==> src/rtl/ifid_pipe_reg.sv <==
// IF/ID pipeline register: valid/ready handshake, flush, stored PC+step values and stall counter.
// Define IFID_PIPE_REG_SKID_EN to add a skid entry, which makes in_ready a flop output.
module ifid_pipe_reg #(
  parameter int              INS_W   = 32,
  parameter int              PC_W    = 32,
  parameter logic [INS_W-1:0] NOP_INS = '0,
  parameter int              PC_STEP = 4
) (
  input  logic             clk,
  input  logic             reset_n,
  input  logic             flush,
  input  logic             in_valid,
  output logic             in_ready,
  input  logic [INS_W-1:0] in_ins,
  input  logic [PC_W-1:0]  in_pc,
  output logic             out_valid,
  input  logic             out_ready,
  output logic [INS_W-1:0] out_ins,
  output logic [PC_W-1:0]  out_pc,
  output logic [PC_W-1:0]  out_pc4,
  output logic [PC_W-1:0]  out_pc8,
  output logic [31:0]      stall_cnt
);

  localparam logic [PC_W-1:0] STEP1 = PC_W'(PC_STEP);
  localparam logic [PC_W-1:0] STEP2 = PC_W'(2 * PC_STEP);

  logic             r_m_valid;
  logic [INS_W-1:0] r_m_ins;
  logic [PC_W-1:0]  r_m_pc;
  logic [PC_W-1:0]  r_m_pc4;
  logic [PC_W-1:0]  r_m_pc8;
  logic [31:0]      r_stall_cnt;

  logic             w_accept;
  logic             w_emit;
  logic [PC_W-1:0]  w_in_pc4;
  logic [PC_W-1:0]  w_in_pc8;

  assign w_accept = in_valid && in_ready;
  assign w_emit   = r_m_valid && out_ready;
  assign w_in_pc4 = in_pc + STEP1;
  assign w_in_pc8 = in_pc + STEP2;

`ifdef IFID_PIPE_REG_SKID_EN
  typedef enum logic [1:0] {ST_EMPTY, ST_ONE, ST_FULL} state_t;

  state_t           r_state;
  logic             r_in_ready;
  logic [INS_W-1:0] r_s_ins;
  logic [PC_W-1:0]  r_s_pc;

  assign in_ready = r_in_ready;

  // S is occupied exactly in ST_FULL, so the state doubles as s_valid.
  always_ff @(posedge clk or negedge reset_n) begin
    if (!reset_n) begin
      r_state    <= ST_EMPTY;
      r_in_ready <= 1'b1;
      r_m_valid  <= 1'b0;
      r_m_ins    <= '0;
      r_m_pc     <= '0;
      r_m_pc4    <= '0;
      r_m_pc8    <= '0;
      r_s_ins    <= '0;
      r_s_pc     <= '0;
    end else if (flush) begin
      r_state    <= ST_EMPTY;
      r_in_ready <= 1'b1;
      r_m_valid  <= 1'b0;
    end else begin
      case (r_state)
        ST_EMPTY: begin
          if (w_accept) begin
            r_m_valid <= 1'b1;
            r_m_ins   <= in_ins;
            r_m_pc    <= in_pc;
            r_m_pc4   <= w_in_pc4;
            r_m_pc8   <= w_in_pc8;
            r_state   <= ST_ONE;
          end
        end
        ST_ONE: begin
          if (w_accept && !w_emit) begin
            r_s_ins    <= in_ins;
            r_s_pc     <= in_pc;
            r_in_ready <= 1'b0;
            r_state    <= ST_FULL;
          end else if (w_accept) begin
            r_m_ins <= in_ins;
            r_m_pc  <= in_pc;
            r_m_pc4 <= w_in_pc4;
            r_m_pc8 <= w_in_pc8;
          end else if (w_emit) begin
            r_m_valid <= 1'b0;
            r_state   <= ST_EMPTY;
          end
        end
        ST_FULL: begin
          if (w_emit) begin
            r_m_ins    <= r_s_ins;
            r_m_pc     <= r_s_pc;
            r_m_pc4    <= r_s_pc + STEP1;
            r_m_pc8    <= r_s_pc + STEP2;
            r_in_ready <= 1'b1;
            r_state    <= ST_ONE;
          end
        end
        default: begin
          r_state    <= ST_EMPTY;
          r_in_ready <= 1'b1;
          r_m_valid  <= 1'b0;
        end
      endcase
    end
  end
`else
  assign in_ready = !r_m_valid || out_ready;

  always_ff @(posedge clk or negedge reset_n) begin
    if (!reset_n) begin
      r_m_valid <= 1'b0;
      r_m_ins   <= '0;
      r_m_pc    <= '0;
      r_m_pc4   <= '0;
      r_m_pc8   <= '0;
    end else if (flush) begin
      r_m_valid <= 1'b0;
    end else if (w_accept) begin
      r_m_valid <= 1'b1;
      r_m_ins   <= in_ins;
      r_m_pc    <= in_pc;
      r_m_pc4   <= w_in_pc4;
      r_m_pc8   <= w_in_pc8;
    end else if (w_emit) begin
      r_m_valid <= 1'b0;
    end
  end
`endif

  // Saturating; deliberately survives flush.
  always_ff @(posedge clk or negedge reset_n) begin
    if (!reset_n) begin
      r_stall_cnt <= '0;
    end else if (r_m_valid && !out_ready && (r_stall_cnt != 32'hFFFF_FFFF)) begin
      r_stall_cnt <= r_stall_cnt + 32'd1;
    end
  end

  assign out_valid = r_m_valid;
  assign out_ins   = r_m_valid ? r_m_ins : NOP_INS;
  assign out_pc    = r_m_pc;
  assign out_pc4   = r_m_pc4;
  assign out_pc8   = r_m_pc8;
  assign stall_cnt = r_stall_cnt;

endmodule

==> config.mk <==
export PLATFORM = sky130hd
export DESIGN_NAME = ifid_pipe_reg
export DESIGN_NICKNAME = d
export VERILOG_FILES = /design/src/rtl/ifid_pipe_reg.sv
export SDC_FILE = /design/constraint.sdc
export NUM_CORES = 1
export LEC_CHECK = 0
export ABC_AREA = 1
export CORE_AREA = 4 4 151 124
export CTS_CLUSTER_DIAMETER = 50
export DETAILED_ROUTE_END_ITERATION = 8
export DIE_AREA = 0 0 155 128
export GPL_ROUTABILITY_DRIVEN = 0
export GPL_TIMING_DRIVEN = 0
export PLACE_DENSITY = 0.79
export SETUP_SLACK_MARGIN = 0.2
export SYNTH_ARGS = -nofsm -noshare
export SYNTH_HDL_FRONTEND = slang
export SYNTH_SLANG_ARGS = --single-unit
==> constraint.sdc <==
create_clock -name clk -period 2.4 [get_ports clk]
set_clock_uncertainty 0.1 [all_clocks]
set_input_delay 0.24 -clock clk [delete_from_list [all_inputs] [get_ports clk]]
set_output_delay 0.24 -clock clk [all_outputs]
set_load 0.05 [all_outputs]
### After elaboration in Yosys (flattened, before gate mapping)

Cells that the tools add are included.

| storage, ports and cells | value |
|---|---|
| output and inout bits | 162 |
| register bits after elaboration | 161 |
| bits in latches | 0 |
| RAM bits | 0 |
| memories | 0 |
| bits in read-only memories | 0 |
| logic and storage cells | 24 |

| cells by class | value |
|---|---|
| shifts and indexed selects | 0 |
| reduce and logical (&&, ||, !) cells | 9 |
| bitwise gates (word level) | 1 |
| div/mod/pow operators | 0 |
| magnitude comparators | 0 |
| multiplexer cells | 4 |
| add/sub/neg operators | 3 |
| multipliers | 0 |
| equality and inequality tests | 1 |

Operator list:

| kind | number |
|---|---|
| adder 32 x 1 -> 32 bit, second input constant | 1 |
| adder 32 x 3 -> 32 bit, second input constant | 1 |
| adder 32 x 4 -> 32 bit, second input constant | 1 |
| 2-to-1 mux 32 bit | 1 |
| != test 32 bit, second input constant | 1 |
| logical AND 1 bit | 4 |
| 2-to-1 mux 1 bit | 3 |
| nonzero test 3 bit | 1 |
| logical NOT 1 bit | 2 |
| AND reduction 2 bit | 1 |
| logical OR 1 bit | 1 |
| inverter 1 bit | 1 |

### Longest topological paths before layout

Gate-level depths: netlist of the first run.

| logic depth | value |
|---|---|
| word-level depth | 5 |
| depth in mapped cells | 10 |

### Least setup slack after synthesis of the first run

OpenSTA, ideal clock, no wires.

| timing path | value |
|---|---|
| path type | register to register |
| start point | register r_m_valid, in the netlist out_valid |
| end point | register r_m_pc4[19], in the netlist out_pc4[19] |
| buffers on the path | 2 |
| cell stages (with the launch flop) | 10 |
| library setup time | 0.131 ns |
| required time | 2.169 ns |
| path slack | 0.341 ns |
| data arrival time | 1.829 ns |
| clock period less this slack | 2.059 ns |
| cells stage by stage | dfrtp_1 buf_2 inv_2 nor2_4 inv_2 nand2_2 buf_2 nor2_1 a22oi_1 nand3_1 |

| between the ends | value |
|---|---|
| longest elaborated chain between the ends | 4 |

RTL lines:

| element | line | text |
|---|---|---|
| start, declared | 28 | `logic r_m_valid;` |
| start signal, assigned | 122 | `r_m_valid <= 1'b0;` |
| start signal, assigned | 128 | `r_m_valid <= 1'b0;` |
| start signal, assigned | 130 | `r_m_valid <= 1'b1;` |
| logical NOT 1 bit | 118 | `assign in_ready = !r_m_valid \|\| out_ready;` |
| logical OR 1 bit | 118 |  |
| named net in_ready | 13 | `output logic in_ready,` |
| logical AND 1 bit | 40 | `assign w_accept = in_valid && in_ready;` |
| AND reduction 2 bit (no source line) | n/a |  |
| end signal, assigned | 133 | `r_m_pc4 <= w_in_pc4;` |
| end, declared | 31 | `logic [PC_W-1:0] r_m_pc4;` |

The timed path passes the listed nets, and every way through them passes these cells.
A chain may end at the register's enable or synchronous reset.

### Worst setup path after layout of the first run

| timing path | value |
|---|---|
| start point | register r_stall_cnt[18], in the netlist stall_cnt[18] |
| end point | output port stall_cnt[18] |

RTL lines:

| element | line | text |
|---|---|---|
| start, declared | 33 | `logic [31:0] r_stall_cnt;` |
| start signal, assigned | 146 | `r_stall_cnt <= r_stall_cnt + 32'd1;` |
| end, declared | 22 | `output logic [31:0] stall_cnt` |

No word-level cell between the ends.

==> results.ini, run 1 <==
[outcome]
status=complete, no violations

[finish]
fin_cells=1617
final_util_pct=66.02
fin_nets=1451
final_area_um2=11330
drive_gt1_share_pct=8.836
diodes=0
syn2layout_area_growth_pct=39.90

[floorplanning]
fp.coreArea_um2=17160
die_area_um2=19840
ios=231
rows=43
start_util_pct=47.19
chipHeight_um=128
die_w_um=155

[synth]
postSynthAreaPerCell_um2=7.167
synth_edf_count=0
synth_top_flop_cell=dfrtp_1
synth_nets=1202
yosys.area_share.simple_pct=38.13
synth_compound_area_share_pct=3.955
synth-seq-area-share_pct=48.20
synth-xor-area-share_pct=2.055
yosys.area.top_type_share_pct=48.20
syn_inst=1130
yosysTopAreaCell=dfrtp_1
synth_common_cells=505 x nand2_1, 156 x dfrtp_1, 146 x nor2_1
synth_async_sr_flop_share_pct=100.0
synth_seq_cells=156
yosysMostFrequentCell=nand2_1
synth_area_um2=8099
yosys-top-cells-area=dfrtp_1 48%, nand2_1 23%, nor2_1 6.8%
yosys-mux-area-fraction_pct=0
yosysWarnings=0
synth_cell_types=31
synthAdderAreaFrac_pct=0.4635
synth_top_family_by_area=simple AND/OR/NAND/NOR gates

[routing]
wl_per_cell_um=17.01
drt_wl_total_um=27500
drtAntennaViolNets=0
drc=0
drt_iter0_drc=891
num_vias=8415
firstDrtPassIters=6
vias_per_cell=5.204

[worst_hold_path]
hold_end=out_pc[5]
hold_path_class=primary input to flip-flop
holdPathStages=3
min_from=in_pc[5]

[clock_tree]
clock_sinks=156
cts_buffers=17
cts-root-buf=clkbuf_16
insertion_delay_ps=430
path_clk_slew_ps=60
cts_tree=built
htreeDepth=4
clk_path_buf_depth=2

[timing]
slew_headroom_pct=58.09
hold_viol_final=0
min_period_ps=2118
worst_pin_slew_ps=626.8
worst_hold_slack_ps=44.18
setup_slack_ps=281.5
fin_crit_sh_pct=88.27
slew_violations=0
setup_viol=0
tns_ps=0
rsz0062_at_grt=yes
max_freq_ghz=0.4720

[job]
drv_cap=0

[setup_path]
rr_startpoint=out_valid
reg2reg_depth=9
timing.rr.end=out_pc4[14]
cp_max_fo=6
cpMaxStageDelayCell=clkdlybuf4s50_1
critPathLaunchType=flip-flop
cpPeakStageDelay_ps=870
crit_family=buffers and inverters
worst-path-buf-inv=1
arrival_ps=1780
crit_type=flip-flop to output port
end_kind=output port
crit_chain=clkdlybuf4s50_1
r2r_setup_slack_ps=360
crit_required_ps=2060

[placed_design]
dp.cells=1584
postPlaceCellArea_um2=10700
dpl.hpwl_um=20440
io_buffers=228
detailedPlace.worstSlack_ps=-222.2

[global_routing]
antenna_found_initial=0
grt_max_degree=113
grtUsageTotal_pct=27.23
grt_pass1_wl_um=42410
grt_pass1_vias=7895
overflow=0

[power_and_ir_drop]
combPwrFrac_pct=29.0
p_sw_mw=3.201
powerDensity_nw_per_um2=803.3
ir_worst_vdd_mv=0.5351
power.share.switching_pct=35.17
power.leakage_nw=5.617
p_clk_share_pct=35.7
total_power_mw=9.102
pwr-share-seq_pct=35.3
p_int_mw=5.901

## worst reg2reg max path: stages, from the launching register on
cell and delay [ps]:
dfrtp_1 380, buf_2 170, inv_2 80, nor2_4 60, inv_2 130, nand2_2 150, inv_2 230, buf_2 310
nand2_1 150, o211ai_1 210
## flip-flops by register name, summed over array words and instances (netlist names)
signal and cells:
out_pc8 29, out_pc 32, r_m_ins 32, stall_cnt 32, out_pc4 30, out_valid 1
## power groups by stage
stage	clock (mW)	sequential, mW	combinational (mW)
2_1_floorplan	0	4.13	0.700
3_3_place_gp	0	3.24	2.63
3_5_place_dp	0	3.24	2.66
4_1_cts	3.28	3.21	2.66
5_1_grt	3.41	3.25	2.78
6_report	3.25	3.21	2.64
## worst max path at each step
stage,depth (start not counted),startpoint,to,slack (ps)
after floorplan,9,out_valid,out_pc4[19],340
after global placement,1,reset_n,r_m_ins[10],-5450
after detailed placement,9,in_pc[3],out_pc4[31],-220
after CTS,5,out_valid,out_ins[11],200
after global routing,9,in_pc[3],out_pc4[31],140
final,1,stall_cnt[18],stall_cnt[18],280
## cell usage in the layout, fill, tap and decap left out, types with 10 or more instances in the layout
| master | instances |
|---|---|
| clkbuf_16 | 17 |
| dfrtp_1 | 156 |
| o211ai_1 | 14 |
| o21ai_0 | 26 |
| nand2_1 | 505 |
| nand3_1 | 69 |
| xor2_1 | 10 |
| clkdlybuf4s50_1 | 193 |
| inv_1 | 97 |
| buf_2 | 22 |
| nor2_1 | 143 |
| clkbuf_2 | 28 |
## logic make-up (layout without fill, tap and decap cells)
| kind of cell | after synthesis | count (layout) |
|---|---|---|
| and+or+nand+nor | 759 | 759 |
| DFF | 156 | 156 |
| buffers and inverters | 139 | 401 |
| AOI/OAI and AO/OA | 54 | 54 |
| xor gates and xnor gates | 19 | 19 |
| adders and majority gates | 3 | 3 |
## area by class of cell
cell class                 instances  area, um2
multi-input combinational        835       3632
timing repair buffer             230       2213
clock inverter                    13      261.5
clock buffer                      19      442.9
inverter                         101      379.1
tap                              225      281.5
sequential                       156       3904
fill                            1474       5832
buffer                            38      216.5
## routing by layer
metal  part of all wire [%]  global-route usage (%)  vias up
li1                       -                       -     3982
met1                     43                   37.93     3896
met2                     43                   40.33      486
met3                     12                   8.842       51
met4                    2.4                   9.034        0
met5                      0                       0        -
## timing repair
action	4_1_cts	5_1_grt
setup endpoints to repair	33	60
hold buffers	1	0
setup buffers	0	0
hold endpoints to repair	44	0
cloned	0	0
resized for setup	75	41
(Power assumes the default switching activity.)
==> run 2, diff against run 1 <==
--- a/config.mk
+++ b/config.mk
@@ -8,6 +8,6 @@
 export ABC_AREA = 1
-export CORE_AREA = 4 4 151 124
+export CORE_AREA = 4 4 112 167
 export CTS_CLUSTER_DIAMETER = 50
 export DETAILED_ROUTE_END_ITERATION = 8
-export DIE_AREA = 0 0 155 128
+export DIE_AREA = 0 0 116 171
 export GPL_ROUTABILITY_DRIVEN = 0
==> constraint.sdc (replaced) <==
create_clock -name clk -period 2.4 [get_ports clk]
set_clock_uncertainty 0.1 [all_clocks]
set_input_delay 0.48 -clock clk [delete_from_list [all_inputs] [get_ports clk]]
set_output_delay 0.48 -clock clk [all_outputs]
set_load 0.05 [all_outputs]
==> results.ini, run 2 (same netlist as run 1, synthesis figures left out) <==
[timing]
fin_crit_sh_pct=90.74  ; +2.5 points
rsz0062_at_grt=yes
worst_hold_slack_ps=-40.31  ; -84.49 ps
slew_violations=0  ; unchanged
max_freq_ghz=0.4592  ; -2.7%
worst_pin_slew_ps=729.1  ; +102.4 ps
hold_viol_final=20  ; +20
setup_slack_ps=222.3  ; -59.20 ps
min_period_ps=2178  ; +59.20 ps
setup_viol=0  ; unchanged
slew_headroom_pct=51.39  ; -6.7 points

[outcome]
violations=hold timing
status=finished, violations left

[routing]
firstDrtPassIters=5  ; -1
drtAntennaViolNets=0  ; unchanged
vias_per_cell=5.151  ; -1.0%
drc=0  ; unchanged
drt_wl_total_um=26500  ; -3.6%
wl_per_cell_um=16.52  ; -2.9%
num_vias=8262  ; -1.8%
drt_iter0_drc=602  ; -32%

[finish]
mostFrequentLayoutCells=505 x nand2_1, 156 x dfrtp_1, 138 x nor2_1
final_common_cell=nand2_1
fin_nets=1450  ; -0.069%
fin_cells=1604  ; -0.80%
drive_gt1_share_pct=9.274  ; +0.44 points
syn2layout_area_growth_pct=37.82
diodes=0  ; unchanged

[setup_path]
cpMostUsedCell=nand2_1
crit_required_ps=2600  ; +540 ps
crit_family=simple AND/OR/NAND/NOR gates
crit_chain=clkdlybuf4s50_1, ha_2, nand2_1, nor2_4, nand2_1, nor2_4, nand2_1, o21ai_0, nand3_1
cp_max_fo=5  ; -1
crit_type=primary input to flip-flop
timing.rr.end=stall_cnt[1]
rr_startpoint=stall_cnt[0]
cpPeakStageDelay_ps=570  ; -300 ps
cpMaxStageDelayCell=clkdlybuf4s50_1
r2r_setup_slack_ps=320  ; -40 ps
critPathLaunchType=primary input
worst-path-buf-inv=1  ; unchanged
arrival_ps=2380  ; +600 ps
reg2reg_depth=9  ; unchanged
end_kind=flip-flop

[floorplanning]
chipHeight_um=171  ; +34%
fp.coreArea_um2=17270  ; +0.65%
ios=231  ; unchanged
die_w_um=116  ; -25%
rows=59  ; +37%
start_util_pct=46.89  ; -0.30 points
die_area_um2=19840  ; about the same

[global_routing]
use_met2_pct=47.18  ; +6.9 points
grtUsageMet3_pct=6.086  ; -2.8 points
grt_max_degree=83  ; -27%
grt_pass1_vias=8105  ; +2.7%
overflow=0  ; unchanged
grtUsageTotal_pct=26.89  ; -0.33 points
top_usage_layer=met2
antenna_found_initial=0  ; unchanged
met1_usage_pct=30.19  ; -7.7 points
grt_pass1_wl_um=41300  ; -2.6%

[power_and_ir_drop]
ir_worst_vdd_mv=0.5502  ; +2.8%
power.leakage_nw=6.228  ; +11%
powerDensity_nw_per_um2=750.1  ; -6.6%

[placed_design]
dpl.hpwl_um=20020  ; -2.1%
dp.cells=1572  ; -0.76%
detailedPlace.worstSlack_ps=-547.1  ; -324.8 ps
io_buffers=228  ; unchanged

[job]
drv_cap=0  ; unchanged

[clock_tree]
path_clk_slew_ps=60  ; about the same
cts-hold-fix-buffers=0  ; -1
cts_buffers=17  ; unchanged
cts_setup_buffers=0  ; unchanged
htreeDepth=4  ; unchanged
clock_sinks=156  ; unchanged
post_cts_resized=263  ; +250%
insertion_delay_ps=430  ; about the same
clk_path_buf_depth=2  ; unchanged
cts_tree=built
cts-root-buf=clkbuf_16

[worst_hold_path]
hold_path_class=primary input to asynchronous set/reset pin

-- run 2: cell types whose count changed in the layout (fill, tap and decap cells not counted), moves of 3 or more --
cell and change:
dlygate4sd2_1 +88, clkbuf_4 +3, nor2_1 -5, buf_4 +5
buf_2 +24, clkdlybuf4s50_1 -128, nor2_4 +3, clkdlybuf4s15_2 -6
dlymetal6s2s_1 +38, bufinv_16 -6, clkbuf_2 -27, inv_6 +4
-- run 2: per-stage QoR --
| step | setup TNS, ps | hold WS (ps) | util, % | power, mW | area (um2) |
|---|---|---|---|---|---|
| after detailed placement | -9245 | 365.9 | 61.81 | 5.893 | 10680 |
| after global placement | -890700 | 361.3 | 61.64 | 5.854 | 10650 |
| after CTS | 0 | 6.927 | 63.93 | 8.437 | 11040 |
| after floorplan | 0 | 84.41 | - | 4.827 | 8099 |
| final | 0 | -40.31 | 64.62 | 8.373 | 11160 |
| after global routing | 0 | 43.74 | 64.62 | 8.742 | 11160 |
-- run 2: worst max path at each step --
stage                     cells past startpoint  slack [ps]          end  startpoint
after global routing                          9         120  out_pc4[31]    in_pc[4]
after detailed placement                      9        -550  out_pc4[31]    in_pc[3]
after global placement                        1       -5670  r_m_ins[14]     reset_n
after CTS                                     5          90  out_ins[10]   out_valid
final                                         9         220  out_pc4[31]    in_pc[4]
after floorplan                               4         320  out_ins[10]   out_valid
-- run 2: final cells by class --
| type | count | area [um2] |
|---|---|---|
| Timing Repair Buffer | 229 | 2152 |
| Fill cell | 1514 | 6112 |
| Clock buffer | 18 | 439.2 |
| Clock inverter | 14 | 148.9 |
| Inverter | 101 | 379.1 |
| Sequential cell | 156 | 3904 |
| Buffer | 38 | 217.7 |
| Multi-Input combinational cell | 835 | 3655 |
| Tap cell | 213 | 266.5 |
-- run 2: metal layers --
layer,vias to the layer above,routed length [um]
li1,3989,-
met4,0,1227
met2,344,13550
met5,-,0
met3,94,1884
met1,3835,9841
-- run 2: power breakdown --
part	internal, mW	switching, mW
logic	0.700	1.79
registers	2.97	0.214
clock network	1.50	1.20
-- run 2: worst register-to-register path, stage by stage, from the launching register on --
cell     delay [ps]
dfrtp_1         410
ha_1            230
inv_1           100
nor2_4           70
nand2_4         120
nor2_8           70
a21oi_2         460
buf_2           330
nand2_1          80
nand2_1          70
